File: src/rtl/piso_frame_tx.sv
// Framed parallel-in/serial-out transmitter: start bit, N data bits, optional
// parity bit, stop bit, with a valid/ready word handshake and registered outputs.
module piso_frame_tx #(
    parameter int N          = 8,
    parameter int MSB_FIRST  = 1,
    parameter int PARITY_EN  = 1,
    parameter int PARITY_ODD = 0
) (
    input  logic         clk,
    input  logic         reset_al_in,
    input  logic [N-1:0] data_in,
    input  logic         load_in,
    output logic         ready_out,
    output logic         q_out,
    output logic         busy_out,
    output logic         done_out
);

    typedef enum logic [2:0] {
        S_IDLE,
        S_START,
        S_DATA,
        S_PARITY,
        S_STOP
    } state_t;

    localparam int              CNT_W    = $clog2(N);
    localparam logic [CNT_W-1:0] CNT_LAST = CNT_W'(N - 1);
    localparam logic            ODD_BIT  = (PARITY_ODD != 0);

    state_t           state_q, state_d;
    logic [N-1:0]     shift_q, shift_d;
    logic [CNT_W-1:0] cnt_q, cnt_d;
    logic             parity_q, parity_d;
    logic             q_q, q_d;
    logic             ready_q, ready_d;
    logic             busy_q, busy_d;
    logic             done_q, done_d;

    logic             accept;
    logic             out_bit;
    logic [N-1:0]     shift_adv;

    assign accept = load_in & ready_q;

    // The bit leaving the shift register and the register after it has left.
    always_comb begin
        if (MSB_FIRST != 0) begin
            out_bit   = shift_q[N-1];
            shift_adv = {shift_q[N-2:0], 1'b0};
        end else begin
            out_bit   = shift_q[0];
            shift_adv = {1'b0, shift_q[N-1:1]};
        end
    end

    always_comb begin
        // NOTE: every variable gets a default before the case so no latch is inferred.
        state_d  = state_q;
        shift_d  = shift_q;
        cnt_d    = cnt_q;
        parity_d = parity_q;

        unique case (state_q)
            S_IDLE, S_STOP: begin
                if (accept) begin
                    state_d  = S_START;
                    shift_d  = data_in;
                    parity_d = (^data_in) ^ ODD_BIT;
                    cnt_d    = '0;
                end else begin
                    state_d = S_IDLE;
                end
            end
            S_START: begin
                state_d = S_DATA;
                cnt_d   = '0;
                shift_d = shift_adv;
            end
            S_DATA: begin
                if (cnt_q == CNT_LAST) begin
                    state_d = (PARITY_EN != 0) ? S_PARITY : S_STOP;
                end else begin
                    cnt_d   = cnt_q + CNT_W'(1);
                    shift_d = shift_adv;
                end
            end
            S_PARITY: state_d = S_STOP;
            default:  state_d = S_IDLE;
        endcase

        // Outputs are decoded from the next state so they come straight off flops.
        unique case (state_d)
            S_START:  q_d = 1'b0;
            S_DATA:   q_d = out_bit;
            S_PARITY: q_d = parity_q;
            default:  q_d = 1'b1;
        endcase

        ready_d = (state_d == S_IDLE) || (state_d == S_STOP);
        busy_d  = (state_d != S_IDLE);
        done_d  = (state_q == S_STOP);
    end

    // NOTE: sequential state uses non-blocking assignments so all flops update together.
    always_ff @(posedge clk or negedge reset_al_in) begin
        if (!reset_al_in) begin
            state_q  <= S_IDLE;
            shift_q  <= '0;
            cnt_q    <= '0;
            parity_q <= 1'b0;
            q_q      <= 1'b1;
            ready_q  <= 1'b1;
            busy_q   <= 1'b0;
            done_q   <= 1'b0;
        end else begin
            state_q  <= state_d;
            shift_q  <= shift_d;
            cnt_q    <= cnt_d;
            parity_q <= parity_d;
            q_q      <= q_d;
            ready_q  <= ready_d;
            busy_q   <= busy_d;
            done_q   <= done_d;
        end
    end

    assign q_out     = q_q;
    assign ready_out = ready_q;
    assign busy_out  = busy_q;
    assign done_out  = done_q;

endmodule

File: config.mk
export PLATFORM = sky130hd
export DESIGN_NAME = piso_frame_tx
export DESIGN_NICKNAME = d
export VERILOG_FILES = /design/src/rtl/piso_frame_tx.sv
export SDC_FILE = /design/constraint.sdc
export NUM_CORES = 1
export LEC_CHECK = 0
export ABC_AREA = 1
export BUFFER_PORTS_ARGS = -buffer_cell sky130_fd_sc_hd__buf_4
export CAP_MARGIN = 20
export CELL_PAD_IN_SITES_DETAIL_PLACEMENT = 1
export CELL_PAD_IN_SITES_GLOBAL_PLACEMENT = 2
export CORE_UTILIZATION = 31
export CTS_CLUSTER_DIAMETER = 50
export DETAILED_ROUTE_END_ITERATION = 7
export HOLD_SLACK_MARGIN = 0.15
export PLACE_DENSITY = 0.88
export SLEW_MARGIN = 5
export SYNTH_ARGS = -nofsm -noshare
export SYNTH_HDL_FRONTEND = slang
export SYNTH_SLANG_ARGS = --single-unit
File: constraint.sdc
create_clock -name clk -period 1.9 [get_ports clk]
set_clock_uncertainty 0.05 [all_clocks]
set_input_delay 0.095 -clock clk [delete_from_list [all_inputs] [get_ports clk]]
set_output_delay 0.095 -clock clk [all_outputs]
set_load 0.02 [all_outputs]
Word level (Yosys, flattened, before mapping):

Cells that the tools add are included.

* logic and storage cells: 40
* input port bits: 11
* flip-flop bits (word level): 19
* output and inout bits: 4

* bitwise gates (word level): 1
* multiplexer cells: 10
* $add $sub $neg: 1
* equality and inequality tests: 11
* reduce and logical (&&, ||, !) cells: 9

Operators by type and width (number)
* $pmux 8 s3: 1
* $mux 8: 2
* $eq 3x2->1 const B: 4
* $pmux 3 s4: 1
* $eq 3x3->1 const B: 3
* $mux 3: 3
* $pmux 3 s3: 1
* $reduce_xor 8->1: 1
* $eq 3x1->1 const B: 2
* $logic_not 3->1: 2
* $reduce_bool 3->1: 2
* $ne 2x2->1 const B: 2
* $add 3x1->3 const B: 1
* $pmux 1 s3: 1
* $reduce_and 3->1: 1
* $reduce_and 2->1: 1
* $reduce_or 2->1: 1
* $and 1x1->1: 1
* $logic_or 1x1->1: 1
* $mux 1: 1

Depth between registers and ports, before layout:

Gate-level depths: netlist of the first run.

* depth after elaboration: 5
* depth in mapped cells: 9
* depth with buffers taken out: 9

Least setup slack after synthesis of the first run:

No wires, ideal clock.

* path kind: reg2reg
* start: register ready_q (netlist: ready_out)
* end: register cnt_q[0]
* setup time: 0.127 ns
* buffers on the path: 1
* arrival time: 1.214 ns
* stages on the path, launching flop included: 9
* required time: 1.723 ns
* clock period less this slack: 1.391 ns
* path slack: 0.509 ns
* cell sequence: dfstp_2 -> nand2_1 -> nor2_2 -> inv_1 -> nand2_2 -> o21ai_2 -> buf_6 -> nand2_1 -> o21ai_0

* cells in the longest elaborated chain, start to end: 3

Ends and longest elaborated chain
* from (decl): RTL line 36 `logic ready_q, ready_d;`
* from (signal assigned): RTL line 122 `ready_q <= ready_d;`
* $and 1x1->1: RTL line 44 `assign accept = load_in & ready_q;`
* $ne 2x2->1 (no line)
* $reduce_and 3->1 (no line)
* to (signal assigned): RTL line 119 `cnt_q <= cnt_d;`
* to (decl): RTL line 33 `logic [CNT_W-1:0] cnt_q, cnt_d;`

No other way between the ends.
A chain may end at the register's enable or synchronous reset.

Worst setup path in the final report of the first run:

* start: register cnt_q[0]
* end: register shift_q[0]

* cells in the longest elaborated chain, start to end: 3

Ends and longest elaborated chain
* $eq 3x3->1: RTL line 81 `if (cnt_q == CNT_LAST) begin`
* $ne 2x2->1 (no line)
* $reduce_and 3->1 (no line)
* to (signal assigned): RTL line 118 `shift_q <= shift_d;`
* to (decl): RTL line 32 `logic [N-1:0] shift_q, shift_d;`

No other way between the ends.

==> summary.txt, run 1 <==
Power and ir drop
  • Sequential power share: 37.2%
  • P_leak: just over 0.7 nW
  • VDD IR max: 0.363 mV
  • Logic pwr share: about half
  • Clock power frac: 11.1%
  • Sw Ratio: ~45%
  • Tot Pwr: ~0.0019 W
  • NetSw: approximately 0.00084 W
  • Cell Int Power: between 0.001 and 0.0015 W
  • PD cells: between 1000 and 1500 mW/mm²

Timing
  • Final hold viol count: 0
  • F_max: around 650 MHz
  • RSZ-0062 raised after global routing: false
  • Slew HR: approximately 66%
  • Final Cycle Share: between 80% and 90%
  • Slew Limit Fails: 0
  • Post-route minimum period: around 1.5 ns
  • Final setup vio count: 0
  • Actual slew at the worst max-slew pin: 0.504 ns
  • Setup tns final: 0 ns

Place
  • HPWL after detailed placement: 1730 µm
  • Dpl cells: approximately 200
  • RePlAce Congestion: ~0.71
  • Port Buffers: 14

Clocking
  • Clock transition at path regs: approximately 0.11 ns
  • Root Buffer: clkbuf_4
  • Inserted Clock Buffers: 3
  • CTS tree: done
  • Clock Tree Buf Depth: 2
  • Sink Count: 19
  • # resized after CTS: 0
  • H-Tree Level Count: 1
  • Skew-Pair Late Insertion Delay: around 0.29 ns
  • Post-CTS Setup Repair Bufs: 0

Critical path
  • Largest stage delay on the critical path: about 0.44 ns
  • CP Capture Type: flip-flop
  • Critical Path Fanout Max: 11
  • Crit-path leading delay family: compound AO/OA/AOI/OAI gates
  • CP Class: reg -> reg
  • CP Depth: 6
  • Worst EP arrival: between 1.5 and 2 ns
  • CP Launch Type: flip-flop
  • RR Startpoint: cnt_q[0]
  • Register-to-Register Path Depth: 6
  • Worst R2R End: shift_q[0]
  • CP Cell Sequence: ha_1 > ha_1 > inv_1 > o21ai_2 > nand2_1 > o21ai_2
  • WP data required: around 2.1 ns
  • CP bufs+invs: 1
  • R2R setup slack: 0.36 ns
  • Slowest CP cell: o21ai_2

Floorplan
  • Die footprint: approximately 0.0035 mm²
  • I/O pin count: 15
  • Core Region: slightly above 0.003 mm²
  • Number of core rows: 20
  • Die Wd: roughly 60 µm
  • Starting Density: 33.1%
  • Die span in y: 59.6 µm

Route
  • DRT Wirelength: 2350 µm
  • DR vias/cell: ~4.4
  • Wire per inst: around 11 µm
  • Vias: a little over 900
  • Drt pass-1 iters: 4
  • DRC Markers: 0
  • ANT nets after route: 0
  • Number of DRC markers in iteration 0: 17

Global routing
  • First-pass GRT wire length: about 4200 µm
  • Largest net degree at the start of global routing: 20
  • Total GRT Usage: 16.1%
  • Number of global-route vias before repair: just over 1000
  • Gr ovfl total: 0
  • Initial antenna violation count: 0

Flow run
  • # Max-Cap Violations: 0

Finish
  • End-of-flow core utilization: between 40% and 50%
  • NumNets Final: between 150 and 200
  • Fillers: between 400 and 500
  • Synthesis-to-finish area growth: 25.8%
  • Post-route non-filler standard cell count: approximately 210
  • Commonest non-fill, non-tap cells in the layout: nand2_1, dfrtp_1, inv_1
  • Commonest non-fill, non-tap cell in the layout: nand2_1
  • # diodes: 0
  • Proportion of layout cells with a drive suffix above 1: 18.3%

Logic synthesis
  • Syn nets: 151
  • Avg Inst Size Synth: approximately 7.4 µm²
  • Post-Syn Area: about 0.001 mm²
  • Syn Inst Count: between 100 and 150
  • Number of synthesized register bits: 19
  • Sequential fraction of the synthesis area: 46.5%
  • Synth warn: 0
  • Synth unique cells: 18

Worst hold path
  • Hold WC Path Type: in -> async

Status
  • Status: finished, final reports clean
per-layer routing:
metal / track usage, % / wire [µm]
met2: 31.5 / 1230
met3: 1.97 / 44
met5: 0 / 0
met4: 6.98 / 41
met1: 17.1 / 1020
stage by stage:
stage                     area (µm²)  hold slack [ns]  setup slack [ns]
after CTS                       1290            0.151             0.333
final                           1290            0.153             0.362
after detailed placement        1180          -0.0640             0.375
after floorplan                 1030           -0.251             0.509
after global placement          1180          -0.0656             0.475
after global routing            1290            0.158             0.182
worst max-delay path by stage:
stage | startpoint | end | slack, ns
after CTS | cnt_q[0] | cnt_q[1] | 0.33
final | cnt_q[0] | shift_q[0] | 0.36
after floorplan | ready_out | cnt_q[0] | 0.51
after detailed placement | cnt_q[0] | shift_q[0] | 0.37
after global routing | cnt_q[0] | shift_q[0] | 0.18
after global placement | ready_out | cnt_q[0] | 0.48
synthesized netlist by cell type:
library cell / count / area (µm²)
nand2_1: 67 / 251
dfrtp_1: 17 / 425
inv_1: 16 / 60.1
nor2_1: 7 / 26.3
o21ai_0: 7 / 35.0
nand3_1: 4 / 20.0
inv_2: 3 / 11.3
dfstp_2: 2 / 52.6
ha_1: 2 / 25.0
nand2_2: 2 / 12.5
nor2_2: 2 / 12.5
o21ai_2: 2 / 17.5
xnor2_1: 2 / 17.5
buf_6: 1 / 11.3
nand3_4: 1 / 17.5
nand4_1: 1 / 6.26
nor2_8: 1 / 20.0
o21ai_1: 1 / 5.00
final cells by class:
| type | instances | area, µm² | share of cell area [%] |
|---|---|---|---|
| Multi-Input combinational cell | 99 | 467 | 36.1 |
| Clock buffer | 4 | 26.3 | 2.03 |
| Inverter | 19 | 71.3 | 5.52 |
| Sequential cell | 19 | 478 | 37.0 |
| Timing Repair Buffer | 23 | 195 | 15.1 |
| Tap cell | 44 | 55.1 | 4.26 |
cells by family after synthesis:
family | share of synthesized area, %
adder cells (fa/ha/maj) | 2.44
AO/OA/AOI/OAI | 5.60
flip-flops | 46.5
buffers and inverters | 8.04
AND/OR/NAND/NOR | 35.7
XOR/XNOR | 1.71
registers in the layout (all words and copies together), names as in the netlist:
signal     cells
ready_out      1
q_out          1
state_q        3
cnt_q          3
parity_q       1
done_out       1
busy_out       1
shift_q        8
power by group through the flow:
stage / Sequential, W / Combinational, W / Clock (W)
2_1_floorplan: 0.000726 / 0.000690 / 0
3_3_place_gp: 0.000698 / 0.000923 / 0
3_5_place_dp: 0.000701 / 0.000963 / 0
4_1_cts: 0.000692 / 0.000987 / 0.000214
5_1_grt: 0.000713 / 0.00112 / 0.000228
6_report: 0.000691 / 0.000960 / 0.000205
repair_timing:
| item | 4_1_cts | 5_1_grt |
|---|---|---|
| setup endpoints to repair | 0 | 0 |
| hold buffers | 9 | 0 |
| endpoints found under the hold margin | 27 | 0 |
No activity file was read; power rests on OpenSTA's default activity.
==> inputs of run 2 (changes only) <==
Settings changed: ABC_AREA 1 to 0, CORE_UTILIZATION 31 to 35, PLACE_DENSITY 0.88 to 0.87.
Clock period 1.9 ns to 1.6 ns, I/O delays scaled along.
==> run 2 against run 1 <==
Against the previous run:
- count of clock-buffer cells in the layout did not move
- sequential power grew 23%
- flip-flop and latch count unchanged
- critical endpoint is now cnt_q[1]
- die area shrank 17%
- utilization is 7.7 points higher
- fmax increased by 1.3%
- synthesized area fell by 7.4%
- combinational power increased by 31%
- non-clock buffer count is 5 higher
- worst setup slack got worse by 0.28 ns
==> summary.txt, run 2 <==
Global routing
  • First-pass GRT wire length: 3150 µm (-25%)
  • Largest net degree at the start of global routing: 22 (+10%)
  • Gr ovfl total: 0 (unchanged)
  • Number of global-route vias before repair: 756 (-26%)
  • Initial antenna violation count: 0 (unchanged)
  • Total GRT Usage: 15.6% (-0.52 points)

Logic synthesis
  • Asr flop ratio synth: 100% (unchanged)
  • Sequential fraction of the synthesis area: 50.3% (+3.7 points)
  • Number of synthesized register bits: 19 (unchanged)
  • Synth area leaders: dfrtp_1, mux2i_1, xnor2_1, dfstp_2, a21oi_1
  • Syn Inst Count: 81 (-41%)
  • Synth top area share: 44.7% (+3.3 points)
  • Primary FF master, synth: dfrtp_1
  • Synth top cells by count: dfrtp_1, nor2_1, a21oi_1, mux2i_1, xnor2_1
  • Post-synth EDFFs: 0 (unchanged)
  • Synth area leader: dfrtp_1
  • Syn nets: 94 (-38%)
  • Post-Syn Area: 951 µm² (-7.4%)
  • Synth unique cells: 25 (+7)
  • Count leader, synth: dfrtp_1
  • Synth warn: 0 (unchanged)
  • Avg Inst Size Synth: 11.7 µm² (+58%)

Power and ir drop
  • PD cells: 1880 mW/mm² (+31%)
  • P_leak: 0.569 nW (-19%)
  • VDD IR max: 0.841 mV (+130%)

Route
  • Vias: 690 (-24%)
  • Drt pass-1 iters: 4 (unchanged)
  • DRT Wirelength: 1890 µm (-19%)
  • DRC Markers: 0 (unchanged)
  • DR vias/cell: 4.89 (+12%)
  • ANT nets after route: 0 (unchanged)
  • Number of DRC markers in iteration 0: 3 (-14)
  • Wire per inst: 13.4 µm (+19%)

Finish
  • Cell area after layout: 0.00124 mm² (-3.7%)
  • Fillers: 288 (-31%)
  • Max reg flops: 8 (unchanged)
  • Commonest non-fill, non-tap cells in the layout: dfrtp_1, buf_4, dlygate4sd3_1
  • NumNets Final: 125 (-30%)
  • Proportion of layout cells with a drive suffix above 1: 30.6% (+12 points)
  • Area occupied by registers: 478 µm² (unchanged)
  • Biggest register: shift_q
  • Multi-input gate area: 448 µm² (-4.0%)
  • Largest regs: shift_q: 8 flops, cnt_q: 3 flops, state_q: 3 flops
  • Synthesis-to-finish area growth: 30.9%
  • # diodes: 0 (unchanged)

Critical path
  • CP bufs+invs: 1 (unchanged)
  • Slowest CP cell: a211o_4
  • Largest stage delay on the critical path: 0.41 ns (-0.03 ns)
  • Worst R2R End: cnt_q[1]
  • CP Capture Type: flip-flop
  • Crit-path leading delay family: compound AO/OA/AOI/OAI gates
  • CP Launch Type: flip-flop
  • Worst EP arrival: 1.66 ns (-0.06 ns)
  • Critical Path Fanout Max: 11 (unchanged)
  • Worst path most repeated cell: ha_1
  • WP data required: 1.74 ns (-0.34 ns)
  • CP Class: reg -> reg
  • RR Startpoint: cnt_q[0]
  • Register-to-Register Path Depth: 6 (unchanged)
  • R2R setup slack: 0.08 ns (-0.28 ns)
  • CP Cell Sequence: ha_1 > ha_1 > inv_1 > a211o_4 > nand3_1 > o21ai_2

Timing
  • Post-route worst setup slack: 0.0820 ns (-0.280 ns)
  • Final Cycle Share: 94.9% (+14 points)
  • Final setup vio count: 0 (unchanged)
  • Post-route minimum period: 1.52 ns (-0.0195 ns)
  • Final hold viol count: 0 (unchanged)
  • Slew Limit Fails: 0 (unchanged)
  • F_max: 659 MHz (+1.3%)
  • Actual slew at the worst max-slew pin: 0.788 ns (+0.285 ns)
  • Slew HR: 47.4% (-19 points)
  • RSZ-0062 raised after global routing: true

Status
  • Status: finished, final reports clean

Floorplan
  • Starting Density: 37.7% (+4.6 points)
  • Core Region: 0.00252 mm² (-19%)
  • Die Wd: 54.1 µm (-9.1%)
  • Number of core rows: 18 (-10%)
  • Die span in y: 54.1 µm (-9.1%)
  • I/O pin count: 15 (unchanged)
  • Die footprint: 0.00293 mm² (-17%)

Clocking
  • Skew-Pair Late Insertion Delay: 0.29 ns (about the same)
  • Sink Count: 19 (unchanged)
  • Clock transition at path regs: 0.10 ns (about the same)
  • CTS tree: done
  • Post-CTS Setup Repair Bufs: 0 (unchanged)
  • Clock Tree Buf Depth: 2 (unchanged)
  • H-Tree Level Count: 1 (unchanged)
  • Inserted Clock Buffers: 3 (unchanged)
  • Root Buffer: clkbuf_4

Worst hold path
  • Hold WC Path Type: in -> async

Place
  • Port Buffers: 14 (unchanged)
  • Placed instance area: 0.00109 mm² (-7.7%)
  • Setup WS pre-CTS: 0.0712 ns (-0.303 ns)
  • HPWL after detailed placement: 1220 µm (-29%)
  • RePlAce Congestion: 0.687 (-2.9%)

Flow run
  • # Max-Cap Violations: 0 (unchanged)
## run 2: logic make-up (layout without fill, tap and decap cells)
family                     after synthesis  after routing  synth area share [%]
buffers and inverters                    7             36                  4.74
and+or+nand+nor                         22             22                  13.7
muxes                                    9              9                  10.8
adders and majority gates                2              2                  2.63
xor gates and xnor gates                 8              8                  7.37
DFF                                     19             19                  50.3
AOI/OAI and AO/OA                       14             15                  10.5
## run 2: worst reg2reg max path: stages (launching register included)
cell,delay [ns]
dfrtp_1,0.37
ha_1,0.16
ha_1,0.16
inv_1,0.09
a211o_4,0.41
nand3_1,0.12
o21ai_2,0.06
## run 2: final cells by class
cell class                      instances  share of cell area [%]
Timing Repair Buffer                   28                    19.3
Sequential cell                        19                    38.4
Tap cell                               30                    3.02
Clock buffer                            4                    2.11
Inverter                                4                    1.21
Multi-Input combinational cell         56                    36.0
## run 2: repair_timing
item                       CTS  global route
hold endpoints to repair    29             0
setup endpoints to repair    0            26
resized for setup            0             3
hold buffers                11             0
## run 2: metrics by stage
stage	util, %	TNS (ns)	hold WS (ns)	total power (W)	instances
floorplan	-	0	-0.266	0.00181	81
global placement	43.1	0	-0.0836	0.00199	125
detailed placement	43.1	0	-0.0770	0.00203	125
CTS	48.5	0	0.197	0.00231	140
global route	49.4	-0.0218	0.216	0.00255	141
finish	49.4	0	0.211	0.00235	141
## run 2: metal layers
| metal | wire, µm | GRT usage [%] | up-vias |
|---|---|---|---|
| met2 | 1020 | 29.1 | 13 |
| met1 | 807 | 16.7 | 338 |
| li1 | - | - | 337 |
| met4 | 11 | 7.69 | 0 |
| met3 | 50 | 2.54 | 2 |
| met5 | 0 | 0 | - |
## run 2: how the worst max path moves through the flow
stage | startpoint | slack (ns) | cells past startpoint | to
finish | cnt_q[0] | 0.08 | 6 | cnt_q[1]
global route | cnt_q[0] | -0.01 | 6 | shift_q[3]
CTS | reset_al_in | 0.006 | 3 | cnt_q[2]
detailed placement | cnt_q[0] | 0.07 | 6 | cnt_q[1]
global placement | cnt_q[0] | 0.12 | 6 | shift_q[1]
floorplan | cnt_q[0] | 0.09 | 7 | shift_q[1]
## run 2: report_power, final
| part | total, W | switching (W) | leakage [nW] | internal [W] |
|---|---|---|---|---|
| Sequential | 0.000848 | 0.000135 | 0.226 | 0.000713 |
| Clock | 0.000241 | 0.000144 | 0.0150 | 0.0000970 |
| Combinational | 0.00126 | 0.000646 | 0.328 | 0.000611 |
| Total | 0.00235 | 0.000925 | 0.569 | 0.00142 |
